[src/rtl/rx_edge_bit_counter_p_pkg.sv]
// Shared types, legal prescale values and frame-length helper
// for the RX edge/bit counter.
package rx_edge_bit_counter_p_pkg;

  typedef enum logic {
    ST_IDLE  = 1'b0,
    ST_COUNT = 1'b1
  } state_e;

  localparam int PRESC_8  = 8;
  localparam int PRESC_16 = 16;
  localparam int PRESC_32 = 32;

  function automatic int frame_len(
    input int   data_w,
    input logic par_en,
    input logic stop2
  );
    return 2 + data_w + int'(par_en) + int'(stop2);
  endfunction

endpackage

[src/rtl/rx_edge_bit_counter_p_presc_cfg_chk.sv]
// Prescale legality decode and per-bit sample/last-edge positions.
// Legality uses the live input; positions use the latched ratio.
module rx_presc_cfg_chk
  import rx_edge_bit_counter_p_pkg::*;
#(
  parameter int PRESCALE_W = 6
) (
  input  logic [PRESCALE_W-1:0] presc_raw_i,
  input  logic [PRESCALE_W-1:0] presc_lat_i,
  output logic                  legal_o,
  output logic [PRESCALE_W-1:0] last_o,
  output logic [PRESCALE_W-1:0] smp0_o,
  output logic [PRESCALE_W-1:0] smp1_o,
  output logic [PRESCALE_W-1:0] smp2_o
);

  logic [PRESCALE_W-1:0] half;

  assign legal_o = (presc_raw_i == PRESCALE_W'(PRESC_8))
                || (presc_raw_i == PRESCALE_W'(PRESC_16))
                || (presc_raw_i == PRESCALE_W'(PRESC_32));

  assign half   = presc_lat_i >> 1;
  assign last_o = presc_lat_i - PRESCALE_W'(1);
  assign smp0_o = half - PRESCALE_W'(1);
  assign smp1_o = half;
  assign smp2_o = half + PRESCALE_W'(1);

endmodule

[src/rtl/rx_edge_bit_counter_p.sv]
// UART RX frame timing: oversample edge counter, bit counter,
// mid-bit sample strobes and frame completion pulses.
module rx_edge_bit_counter_p
  import rx_edge_bit_counter_p_pkg::*;
#(
  parameter int DATA_W     = 8,
  parameter int PRESCALE_W = 6,
  parameter int BIT_W      = 4
) (
  input  logic                  clk,
  input  logic                  rst,
  input  logic                  enable_i,
  input  logic [PRESCALE_W-1:0] prescale_i,
  input  logic                  par_en_i,
  input  logic                  stop2_i,
  output logic [PRESCALE_W-1:0] edge_count_o,
  output logic [BIT_W-1:0]      bit_count_o,
  output logic                  sample_stb_o,
  output logic [1:0]            sample_idx_o,
  output logic                  bit_done_o,
  output logic                  frame_done_o,
  output logic                  busy_o,
  output logic                  cfg_err_o
);

  state_e                state_q, state_d;
  logic [PRESCALE_W-1:0] edge_q, edge_d;
  logic [BIT_W-1:0]      bit_q, bit_d;
  logic [PRESCALE_W-1:0] presc_q, presc_d;
  logic                  par_q, par_d;
  logic                  stop2_q, stop2_d;

  logic                  legal;
  logic [PRESCALE_W-1:0] last, smp0, smp1, smp2;
  logic [BIT_W-1:0]      fl_m1;
  logic                  last_edge, last_bit, run;

  rx_presc_cfg_chk #(
    .PRESCALE_W(PRESCALE_W)
  ) u_chk (
    .presc_raw_i(prescale_i),
    .presc_lat_i(presc_q),
    .legal_o    (legal),
    .last_o     (last),
    .smp0_o     (smp0),
    .smp1_o     (smp1),
    .smp2_o     (smp2)
  );

  assign fl_m1     = BIT_W'(frame_len(DATA_W, par_q, stop2_q) - 1);
  assign last_edge = (edge_q == last);
  assign last_bit  = (bit_q == fl_m1);
  assign run       = (state_q == ST_COUNT) && enable_i;

  always_comb begin
    state_d = state_q;
    edge_d  = edge_q;
    bit_d   = bit_q;
    presc_d = presc_q;
    par_d   = par_q;
    stop2_d = stop2_q;
    unique case (state_q)
      ST_IDLE: begin
        if (enable_i && legal) begin
          state_d = ST_COUNT;
          presc_d = prescale_i;
          par_d   = par_en_i;
          stop2_d = stop2_i;
        end
      end
      ST_COUNT: begin
        if (!enable_i) begin
          state_d = ST_IDLE;
          edge_d  = '0;
          bit_d   = '0;
        end else if (last_edge) begin
          edge_d = '0;
          if (last_bit) begin
            state_d = ST_IDLE;
            bit_d   = '0;
          end else begin
            bit_d = bit_q + BIT_W'(1);
          end
        end else begin
          edge_d = edge_q + PRESCALE_W'(1);
        end
      end
      default: state_d = ST_IDLE;
    endcase
  end

  always_ff @(posedge clk or posedge rst) begin
    if (rst) begin
      state_q <= ST_IDLE;
      edge_q  <= '0;
      bit_q   <= '0;
      presc_q <= PRESCALE_W'(PRESC_8);
      par_q   <= 1'b0;
      stop2_q <= 1'b0;
    end else begin
      state_q <= state_d;
      edge_q  <= edge_d;
      bit_q   <= bit_d;
      presc_q <= presc_d;
      par_q   <= par_d;
      stop2_q <= stop2_d;
    end
  end

  // Strobes are gated by enable so an abort cycle emits nothing.
  assign edge_count_o = edge_q;
  assign bit_count_o  = bit_q;
  assign busy_o       = (state_q == ST_COUNT);
  assign bit_done_o   = run && last_edge;
  assign frame_done_o = run && last_edge && last_bit;
  assign sample_stb_o = run && ((edge_q == smp0)
                             || (edge_q == smp1)
                             || (edge_q == smp2));
  assign sample_idx_o = !run            ? 2'd0 :
                        (edge_q == smp1) ? 2'd1 :
                        (edge_q == smp2) ? 2'd2 : 2'd0;
  assign cfg_err_o    = !rst && (state_q == ST_IDLE)
                     && enable_i && !legal;

endmodule

[config.mk]
export PLATFORM = sky130hd
export DESIGN_NAME = rx_edge_bit_counter_p
export DESIGN_NICKNAME = d
export VERILOG_FILES = /design/src/rtl/rx_edge_bit_counter_p_pkg.sv /design/src/rtl/rx_edge_bit_counter_p_presc_cfg_chk.sv /design/src/rtl/rx_edge_bit_counter_p.sv
export SDC_FILE = /design/constraint.sdc
export NUM_CORES = 1
export LEC_CHECK = 0
export CAP_MARGIN = 40
export CORE_UTILIZATION = 57
export DETAILED_ROUTE_END_ITERATION = 16
export DONT_BUFFER_PORTS = 1
export GPL_TIMING_DRIVEN = 0
export PLACE_DENSITY = 0.71
export SETUP_SLACK_MARGIN = 0.3
export SYNTH_ARGS = -nofsm -noshare
export SYNTH_HDL_FRONTEND = slang
export SYNTH_SLANG_ARGS = --single-unit
[constraint.sdc]
create_clock -name clk -period 2.9 [get_ports clk]
set_input_delay 0.87 -clock clk [delete_from_list [all_inputs] [get_ports clk]]
set_output_delay 0.87 -clock clk [all_outputs]
set_load 0.005 [all_outputs]
### Word-level counts from Yosys, hierarchy flattened

Cells that the tools add are included.

| storage, ports and cells | value |
|---|---|
| flip-flop bits (word level) | 19 |
| latch bits | 0 |
| memory bits (writable) | 0 |
| memory bits (read-only) | 0 |
| input bits | 11 |
| output and inout port bits | 17 |
| word-level logic and storage cells | 53 |
| memories | 0 |

| cells by class | value |
|---|---|
| add/subtract/negate cells | 8 |
| $mul | 0 |
| div/mod/pow operators | 0 |
| $lt $le $gt $ge | 0 |
| eq/ne operators | 9 |
| shifts and indexed selects | 0 |
| mux-type cells | 13 |
| bitwise gates (word level) | 1 |
| reduce and logical (&&, ||, !) cells | 16 |

Operators by type and width:

| cell | number |
|---|---|
| $eq A6 B6 Y1 | 3 |
| $mux W4 | 3 |
| $mux W6 | 2 |
| $logic_and A1 B1 Y1 | 8 |
| $add A5 B1 Y6 const B | 1 |
| $add A6 B1 Y6 const B | 1 |
| $eq A6 B4 Y1 const B | 1 |
| $eq A6 B5 Y1 | 1 |
| $eq A6 B5 Y1 const B | 1 |
| $eq A6 B6 Y1 const B | 1 |
| $mux W2 | 3 |
| $sub A5 B1 Y6 const B | 1 |
| $sub A6 B1 Y6 const B | 1 |
| $add A4 B1 Y4 | 1 |
| $add A4 B1 Y4 const A | 1 |
| $add A4 B1 Y4 const B | 1 |
| $eq A4 B4 Y1 | 1 |
| $logic_or A1 B1 Y1 | 4 |
| $mux W1 | 4 |
| $reduce_and A2 Y1 | 2 |
| $sub A4 B1 Y4 const B | 1 |
| $logic_not A1 Y1 | 2 |
| $ne A2 B1 Y1 const B | 1 |
| $pmux W1 S2 | 1 |
| $not A1 Y1 | 1 |

### Logic depth before layout (Yosys ltp)

Gate-level depths: netlist of run 1.

| logic depth | value |
|---|---|
| depth in word-level cells | 8 |
| gate-level depth with buffers | 9 |

### Cells and area by module

A second synthesis of run 1 with hierarchy kept.

| unflattened totals | value |
|---|---|
| cells, all modules | 185 |
| area total of the unflattened synthesis | 1,677.9 um^2 |

Modules (own cells, without submodules):

| module | times used | cells an instance | area an instance (um^2) | sequential area each (um^2) |
|---|---|---|---|---|
| rx_edge_bit_counter_p | 1 | 139 | 1,333.8 | 476.7 |
| rx_presc_cfg_chk | 1 | 46 | 344.1 | 0.0 |

### Worst setup path after synthesis of run 1

OpenSTA, ideal clock, no wires.

| path | value |
|---|---|
| path kind | register -> output |
| start point | register presc_q[2] |
| end point | output port frame_done_o |
| arrival | 2.049 ns |
| data required time | 2.030 ns |
| slack | -0.019 ns |
| cell stages (with the launch flop) | 10 |
| buffers on the path | 2 |
| path through | dfrtp_1 > clkbuf_1 > inv_1 > ha_1 > a21boi_1 > and3_1 > o2111ai_2 > buf_6 > or2_2 > nor3_1 |

| between the ends | value |
|---|---|
| word-level cells in the longest chain between the ends | 4 |

RTL lines:

| what | RTL line | source |
|---|---|---|
| from (decl) | rx_edge_bit_counter_p.sv:29 | `logic [PRESCALE_W-1:0] presc_q, presc_d;` |
| from (signal assigned) | rx_edge_bit_counter_p.sv:97 | `presc_q <= PRESCALE_W'(PRESC_8);` |
| from (signal assigned) | rx_edge_bit_counter_p.sv:104 | `presc_q <= presc_d;` |
| $sub A6 B1 Y6 | rx_edge_bit_counter_p_presc_cfg_chk.sv:24 | `assign last_o = presc_lat_i - PRESCALE_W'(1);` |
| $eq A6 B6 Y1 | rx_edge_bit_counter_p.sv:51 | `assign last_edge = (edge_q == last);` |
| $logic_and A1 B1 Y1 (2 in a row) | rx_edge_bit_counter_p.sv:115 | `assign frame_done_o = run && last_edge && last_bit;` |
| to (decl) | rx_edge_bit_counter_p.sv:21 | `output logic frame_done_o,` |

Every way passes these cells.

### Worst setup path after layout of run 1

Same ends and word-level chain as after synthesis.

==> parameters.txt, run 1 <==
Parameter                              Value

Placement
  Area after DPL    1640 sq um
  Routability-driven placement congestion ratio    0.896
  Port Buf Inserts    0
  DP Wirelength    2.66 mm

Pwr
  Leak Pwr    0.807 nW
  Seq pwr share    37.0%
  Total power    1.00 mW
  Worst vdd ir    0.412 mV
  Power per cell area    544 nW/um^2
  Total net switching power    424 uW
  Proportion of total power due to net switching    42.3%
  Combinational power share    48.8%
  Clock Power Share    14.2%
  Internal power contribution    579 uW

Finish
  Post-synthesis to final-layout area growth    17.8%
  Final instance area    1840 sq um
  Final-stage net count    209
  Total area of sequential cells    479 sq um
  Count of filler cells inserted in the layout    186
  Diode count    0
  Share of post-route cells with drive strength above 1    26.8%
  Area used by multi-input combinational logic    1100 sq um

STA
  Max Clock Freq    326 MHz
  Fin. max-slew vios    0
  Tightest slew margin relative to the limit    65.3%
  Setup slack after layout    -0.166 ns
  Crit share post-route    106%
  Hold Vio Cnt, Final    0
  Final period demand of the worst path    3.07 ns
  Worst setup skew after layout    0.00716 ns
  Slew of the pin with the lowest slew margin    0.521 ns
  RSZ-0062 raised after global routing    true
  Total negative slack for setup checks    -0.331 ns
  Total of endpoints with negative setup slack in the final report    3

Floorplanning
  Initial standard-cell utilization of the core    61.5%
  Total Die Area    2960 sq um
  # rows    18
  IO Pins    28
  Die height    54.4 microns
  Core area    2540 sq um
  Horizontal die dimension    54.4 microns

Yosys
  Ys Warns    0
  Share of synthesized flip-flops with an asynchronous set or reset    100%
  Number of instances in the synthesized netlist    178
  Syn nets    196
  Count of cell types in the netlist    52
  Per-instance average area after synthesis    8.79 sq um
  Netlist Area Pre-Place    1570 sq um
  Number of enable flip-flop cells after synthesis    0
  Seq/Total Area, Yosys    30.5%
  Register bit count reported by yosys    19
  Most used flip-flop cell after synthesis    sky130_fd_sc_hd__dfrtp_1

Critical path
  Worst-path fanout max    3
  Crit start category    register
  Startpoint of the most critical setup path    presc_q[2]
  Highest cell delay on the worst timing path    0.41 ns
  Kind of cell adding the most delay to the critical path    simple AND/OR/NAND/NOR gates
  Critical path capture point type    output port
  CP cell instances    clkbuf_8, inv_6, ha_4, a21boi_4, and3_4, o2111ai_4, buf_6, or2_4, nor3_4
  Worst path bufs/invs    3
  Arrival time of the worst setup path    2.20 ns
  WS Path Type    register to output port
  Startpoint of the worst register-to-register path    presc_q[2]
  Required time reported for the critical path endpoint    2.03 ns
  CP max-delay cell    sky130_fd_sc_hd__dfrtp_1

Global routing
  Number of antenna violations at the first check in global routing    0
  Maximum number of pins on one net before global-route repair    21
  Number of global-route vias before repair    1,285
  Leftover overflow at the end of global routing    0
  Total track usage    29.0%
  Wire length of the first global-routing pass    6.06 mm

Clocking
  Latest clock arrival within the worst-skew pair    0.30 ns
  Number of clock sinks    19
  CTS Buf Count    3
  Post-CTS clock slew at the launch and capture registers of the worst setup and hold paths    0.12 ns
  Cell chosen for the clock root    sky130_fd_sc_hd__clkbuf_4
  CTS tree    yes
  Post-CTS Hold Fix Bufs    0
  Bufs on Longest Clock Path    2
  H-tree depth    1

Detailed routing
  Antenna Nets Post-Route    0
  Post-DR wirelength/cell    18.3 microns
  Number of iterations in the first detailed-routing pass    4
  Vias per Instance    6.41
  Number of remaining DRC errors    0
  Vias after detailed routing    1,410
  Starting DRC count in detailed routing    34
  Total wirelength of the detailed-routed design    4.04 mm

Hold path
  Path type of the worst min-delay path    primary input to async pin

Status
  Outcome    finished, violations left
  Violated checks    setup timing

Run
  Number of maximum-capacitance violations    0
Yosys cell counts, drive strengths merged (5+ instances only):
| master | number | share of area, % |
|---|---|---|
| nand2 | 9 | 2.2 |
| o21ai | 6 | 2.2 |
| nor2 | 9 | 2.2 |
| buf | 6 | 2.6 |
| xor2 | 10 | 5.6 |
| nand3 | 8 | 2.6 |
| inv | 14 | 3.4 |
| xnor2 | 8 | 4.5 |
| mux2 | 5 | 3.6 |
| ha | 7 | 5.6 |
| o211ai | 7 | 3.4 |
| nor3 | 5 | 1.6 |
| nand2b | 9 | 3.6 |
| clkbuf | 6 | 1.4 |
| dfrtp | 18 | 29 |
cells in the final DEF, fill, tap and decap left out, drive strengths merged, types with 3 or more instances in the layout:
cell type and instances:
buf 13, nand3 8, o21ai 6, ha 7, clkbuf 9, o2111ai 4, inv 13, nor2 9
and2 4, o211ai 7, xnor2 8, or4 3, mux2 5, nand2 9, o221ai 3, nor3 5
nand2b 9, dfrtp 18, xor2 10
worst paths after layout:
kind,cells after the start,endpoint,slack [ns]
min in group clk,1,par_q,0.52
worst max-delay path,9,frame_done_o,-0.17
worst max register to register,10,bit_count_o[2],0.58
max in group asynchronous,1,bit_count_o[0],2.20
worst min register to register,1,par_q,0.52
worst min-delay path,1,par_q,0.35
power by group through the flow:
| stage | Sequential [mW] | Combinational (mW) | Clock, mW |
|---|---|---|---|
| after floorplan | 0.355 | 0.344 | 0 |
| after global placement | 0.371 | 0.395 | 0 |
| after detailed placement | 0.373 | 0.408 | 0 |
| after CTS | 0.368 | 0.464 | 0.142 |
| after global routing | 0.378 | 0.534 | 0.155 |
| final | 0.371 | 0.490 | 0.143 |
area by class of cell:
class / instances / area share, %
Tap cell: 30 / 2.04
Clock buffer: 3 / 1.22
Multi-Input combinational cell: 133 / 59.7
Timing Repair inverter: 1 / 0.271
Clock inverter: 1 / 0.271
Buffer: 12 / 4.34
Sequential cell: 19 / 26.0
Timing Repair Buffer: 7 / 2.85
Inverter: 14 / 3.32
repair_timing:
action | CTS | global route
pin swaps | 5 | 1
cloned | 0 | 1
buffers inserted | 7 | 0
gates resized for setup | 21 | 4
setup endpoints to repair | 6 | 6
flip-flops by register name (all words and copies together) (netlist names):
| signal | cells |
|---|---|
| stop2_q | 1 |
| edge_count_o | 6 |
| busy_o | 1 |
| par_q | 1 |
| bit_count_o | 4 |
| presc_q | 6 |
through the flow:
stage / setup WS [ns] / utilization (%) / hold slack (ns) / instances
finish: -0.166 / 72.5 / 0.346 / 220
global route: -0.254 / 72.5 / 0.343 / 220
CTS: -0.122 / 71.6 / 0.441 / 219
detailed placement: 0.0137 / 64.6 / 0.495 / 208
global placement: 0.0214 / 64.6 / 0.490 / 208
floorplan: 0.284 / - / 0.479 / 178
per-layer routing:
| metal | track usage (%) | vias up | share of wire, % |
|---|---|---|---|
| met5 | 0 | - | 0 |
| met4 | 7.26 | 0 | 0.37 |
| met3 | 5.00 | 2 | 4.7 |
| met2 | 52.0 | 40 | 51 |
| met1 | 35.6 | 702 | 44 |
| li1 | - | 666 | - |
kinds of logic (layout without fill, tap and decap cells):
| group | after synthesis | after routing | share of synthesized area, % |
|---|---|---|---|
| compound gates | 36 | 36 | 17.6 |
| mux | 6 | 6 | 4.24 |
| xor+xnor | 18 | 18 | 10.1 |
| buf+inv | 26 | 38 | 7.43 |
| simple gates | 66 | 66 | 24.6 |
| flops | 19 | 19 | 30.5 |
| fa+ha+maj | 7 | 7 | 5.60 |
Note: power is estimated with default switching activity, not from simulation.
==> inputs of run 2 (changes only) <==
Settings changed: PLACE_DENSITY 0.71 to 0.81.
==> run 2 against run 1 <==
The flow still finishes with violations (setup timing); sequential power up 1%; maximum frequency is 0.65% lower; first-iteration DRC count is 91% higher; non-clock buffer count rose by 6; hold slack worse by 0.018 ns; via count grew 6.2%; wire length up 11%; combinational power rose by 9.6%; cell count rose by 2.7%; sequential share of layout area decreased by 0.97 points; power is 5.6% higher.
==> parameters.txt, run 2 (same netlist as run 1, synthesis figures left out) <==
Parameter                              Value

Status
  Outcome    finished, violations left
  Violated checks    setup timing

Critical path
  Critical path capture point type    output port
  Startpoint of the most critical setup path    presc_q[2]
  Startpoint of the worst register-to-register path    presc_q[2]
  Required time reported for the critical path endpoint    2.03 ns
  Arrival time of the worst setup path    2.22 ns
  CP max-delay cell    sky130_fd_sc_hd__dfrtp_1
  Highest cell delay on the worst timing path    0.42 ns
  Worst-path fanout max    3
  WS Path Type    register to output port
  Crit start category    register
  CP cell instances    clkbuf_8, inv_6, ha_4, a21boi_4, and3_4, o2111ai_4, buf_6, or2_4, nor3_4

Detailed routing
  Vias per Instance    6.63
  Starting DRC count in detailed routing    65
  Total wirelength of the detailed-routed design    4.50 mm
  Post-DR wirelength/cell    19.9 microns
  Number of remaining DRC errors    0
  Antenna Nets Post-Route    0
  Vias after detailed routing    1,498
  Number of iterations in the first detailed-routing pass    4

STA
  Max Clock Freq    324 MHz
  Setup slack after layout    -0.186 ns
  Hold Vio Cnt, Final    0
  Slew of the pin with the lowest slew margin    0.547 ns
  Tightest slew margin relative to the limit    63.5%
  RSZ-0062 raised after global routing    true
  Total of endpoints with negative setup slack in the final report    3
  Crit share post-route    106%
  Final period demand of the worst path    3.09 ns
  Fin. max-slew vios    0
  Worst setup skew after layout    0.00182 ns

Clocking
  Latest clock arrival within the worst-skew pair    0.31 ns
  Cell chosen for the clock root    sky130_fd_sc_hd__clkbuf_4
  Post-CTS clock slew at the launch and capture registers of the worst setup and hold paths    0.12 ns
  Number of clock sinks    19
  CTS tree    yes
  Bufs on Longest Clock Path    2
  CTS Buf Count    3
  H-tree depth    1

Global routing
  Number of antenna violations at the first check in global routing    0
  Maximum number of pins on one net before global-route repair    21
  Total track usage    30.9%
  Leftover overflow at the end of global routing    0
  Number of global-route vias before repair    1,396
  Wire length of the first global-routing pass    6.49 mm

Floorplanning
  # rows    18
  Initial standard-cell utilization of the core    61.5%
  IO Pins    28
  Total Die Area    2960 sq um
  Core area    2540 sq um
  Die height    54.4 microns
  Horizontal die dimension    54.4 microns

Finish
  Share of post-route cells with drive strength above 1    31.6%
  Post-synthesis to final-layout area growth    22.7%
  Post-route core utilization    75.5%
  Count of filler cells inserted in the layout    172
  Diode count    0
  Non-filler instance count after layout    226
  Final-stage net count    215
  Commonest cells after routing, fill and taps aside    sky130_fd_sc_hd__buf_4 (15), sky130_fd_sc_hd__dfrtp_1 (15), sky130_fd_sc_hd__inv_1 (11), sky130_fd_sc_hd__xor2_1 (10)

Placement
  Routability-driven placement congestion ratio    0.853
  DP Wirelength    2.70 mm
  Port Buf Inserts    0
  Cell count after placement    208

Pwr
  Proportion of total power due to net switching    43.3%
  Clock Power Share    13.8%
  Total net switching power    459 uW
  Leak Pwr    0.854 nW
  Combinational power share    50.7%
  Internal power contribution    601 uW
  Worst vdd ir    0.510 mV
  Seq pwr share    35.5%
  Power per cell area    552 nW/um^2

Hold path
  Path type of the worst min-delay path    primary input to async pin

Run
  Number of maximum-capacitance violations    0
==> run 2: changes by cell type in the layout (fill, tap and decap cells not counted), sizes merged <==
cell    change
clkinv      -1
clkbuf      +1
buf         +6
==> run 2: power groups by stage <==
stage | Combinational [mW] | Clock [mW] | Sequential (mW)
after floorplan | 0.344 | 0 | 0.355
after global placement | 0.391 | 0 | 0.369
after detailed placement | 0.417 | 0 | 0.372
after CTS | 0.472 | 0.143 | 0.369
after global routing | 0.581 | 0.151 | 0.382
final | 0.537 | 0.146 | 0.376
==> run 2: through the flow <==
| step | setup TNS [ns] | cell area, sq um | hold WS (ns) | worst slack (ns) | power (mW) |
|---|---|---|---|---|---|
| after global routing | -0.612 | 1920 | 0.344 | -0.224 | 1.11 |
| after detailed placement | 0 | 1640 | 0.498 | 0.0611 | 0.789 |
| after floorplan | 0 | 1610 | 0.479 | 0.284 | 0.699 |
| after global placement | 0 | 1640 | 0.491 | 0.0991 | 0.761 |
| final | -0.491 | 1920 | 0.328 | -0.186 | 1.06 |
| after CTS | -0.252 | 1840 | 0.436 | -0.115 | 0.983 |
==> run 2: critical path, delay by kind of cell, from the launching register on <==
family	cells	cell delay, ns
compound gates	2	0.35
fa+ha+maj	1	0.12
buf+inv	3	0.37
flops	1	0.42
simple gates	3	0.63
==> run 2: path summary, 6_finish.rpt <==
path	end	slack (ns)	depth (start not counted)
worst max-delay path	frame_done_o	-0.19	9
worst min-delay path	presc_q[4]	0.33	1
worst max register to register	bit_count_o[2]	0.43	11
worst min register to register	par_q	0.53	1
max in group asynchronous	busy_o	2.22	1
min in group clk	par_q	0.53	1
==> run 2: routing by layer <==
metal  global-route usage, %  vias to the layer above  share of wire [%]
met2                    48.8                       94                 46
met1                    40.3                      704                 41
li1                        -                      681                  -
met5                       0                        -                  0
met4                    12.0                        0                3.1
met3                    7.78                       19                9.7
==> run 2: timing repair <==
action                                  4_1_cts  5_1_grt
hold endpoints to repair                      0        0
hold buffers                                  0        0
pin swaps                                     3        6
resized for setup                            21       14
setup buffers                                 8        4
endpoints found under the setup margin        6        6
cloned                                        0        2
==> run 2: cell type report <==
| class | count | area, sq um | area share (%) |
|---|---|---|---|
| Multi-Input combinational cell | 133 | 1130 | 58.8 |
| Sequential cell | 19 | 480 | 25.0 |
| Timing Repair Buffer | 13 | 95.1 | 4.95 |
| Buffer | 12 | 86.3 | 4.50 |
| Inverter | 14 | 61.3 | 3.19 |
| Tap cell | 30 | 37.5 | 1.95 |
| Clock buffer | 4 | 26.3 | 1.37 |
| Timing Repair inverter | 1 | 5.00 | 0.261 |
==> inputs of run 3 (changes only) <==
Settings changed: SLEW_MARGIN set to 0.
==> results of run 3 <==
Final layout, timing and power as in run 2 (identical DEF).
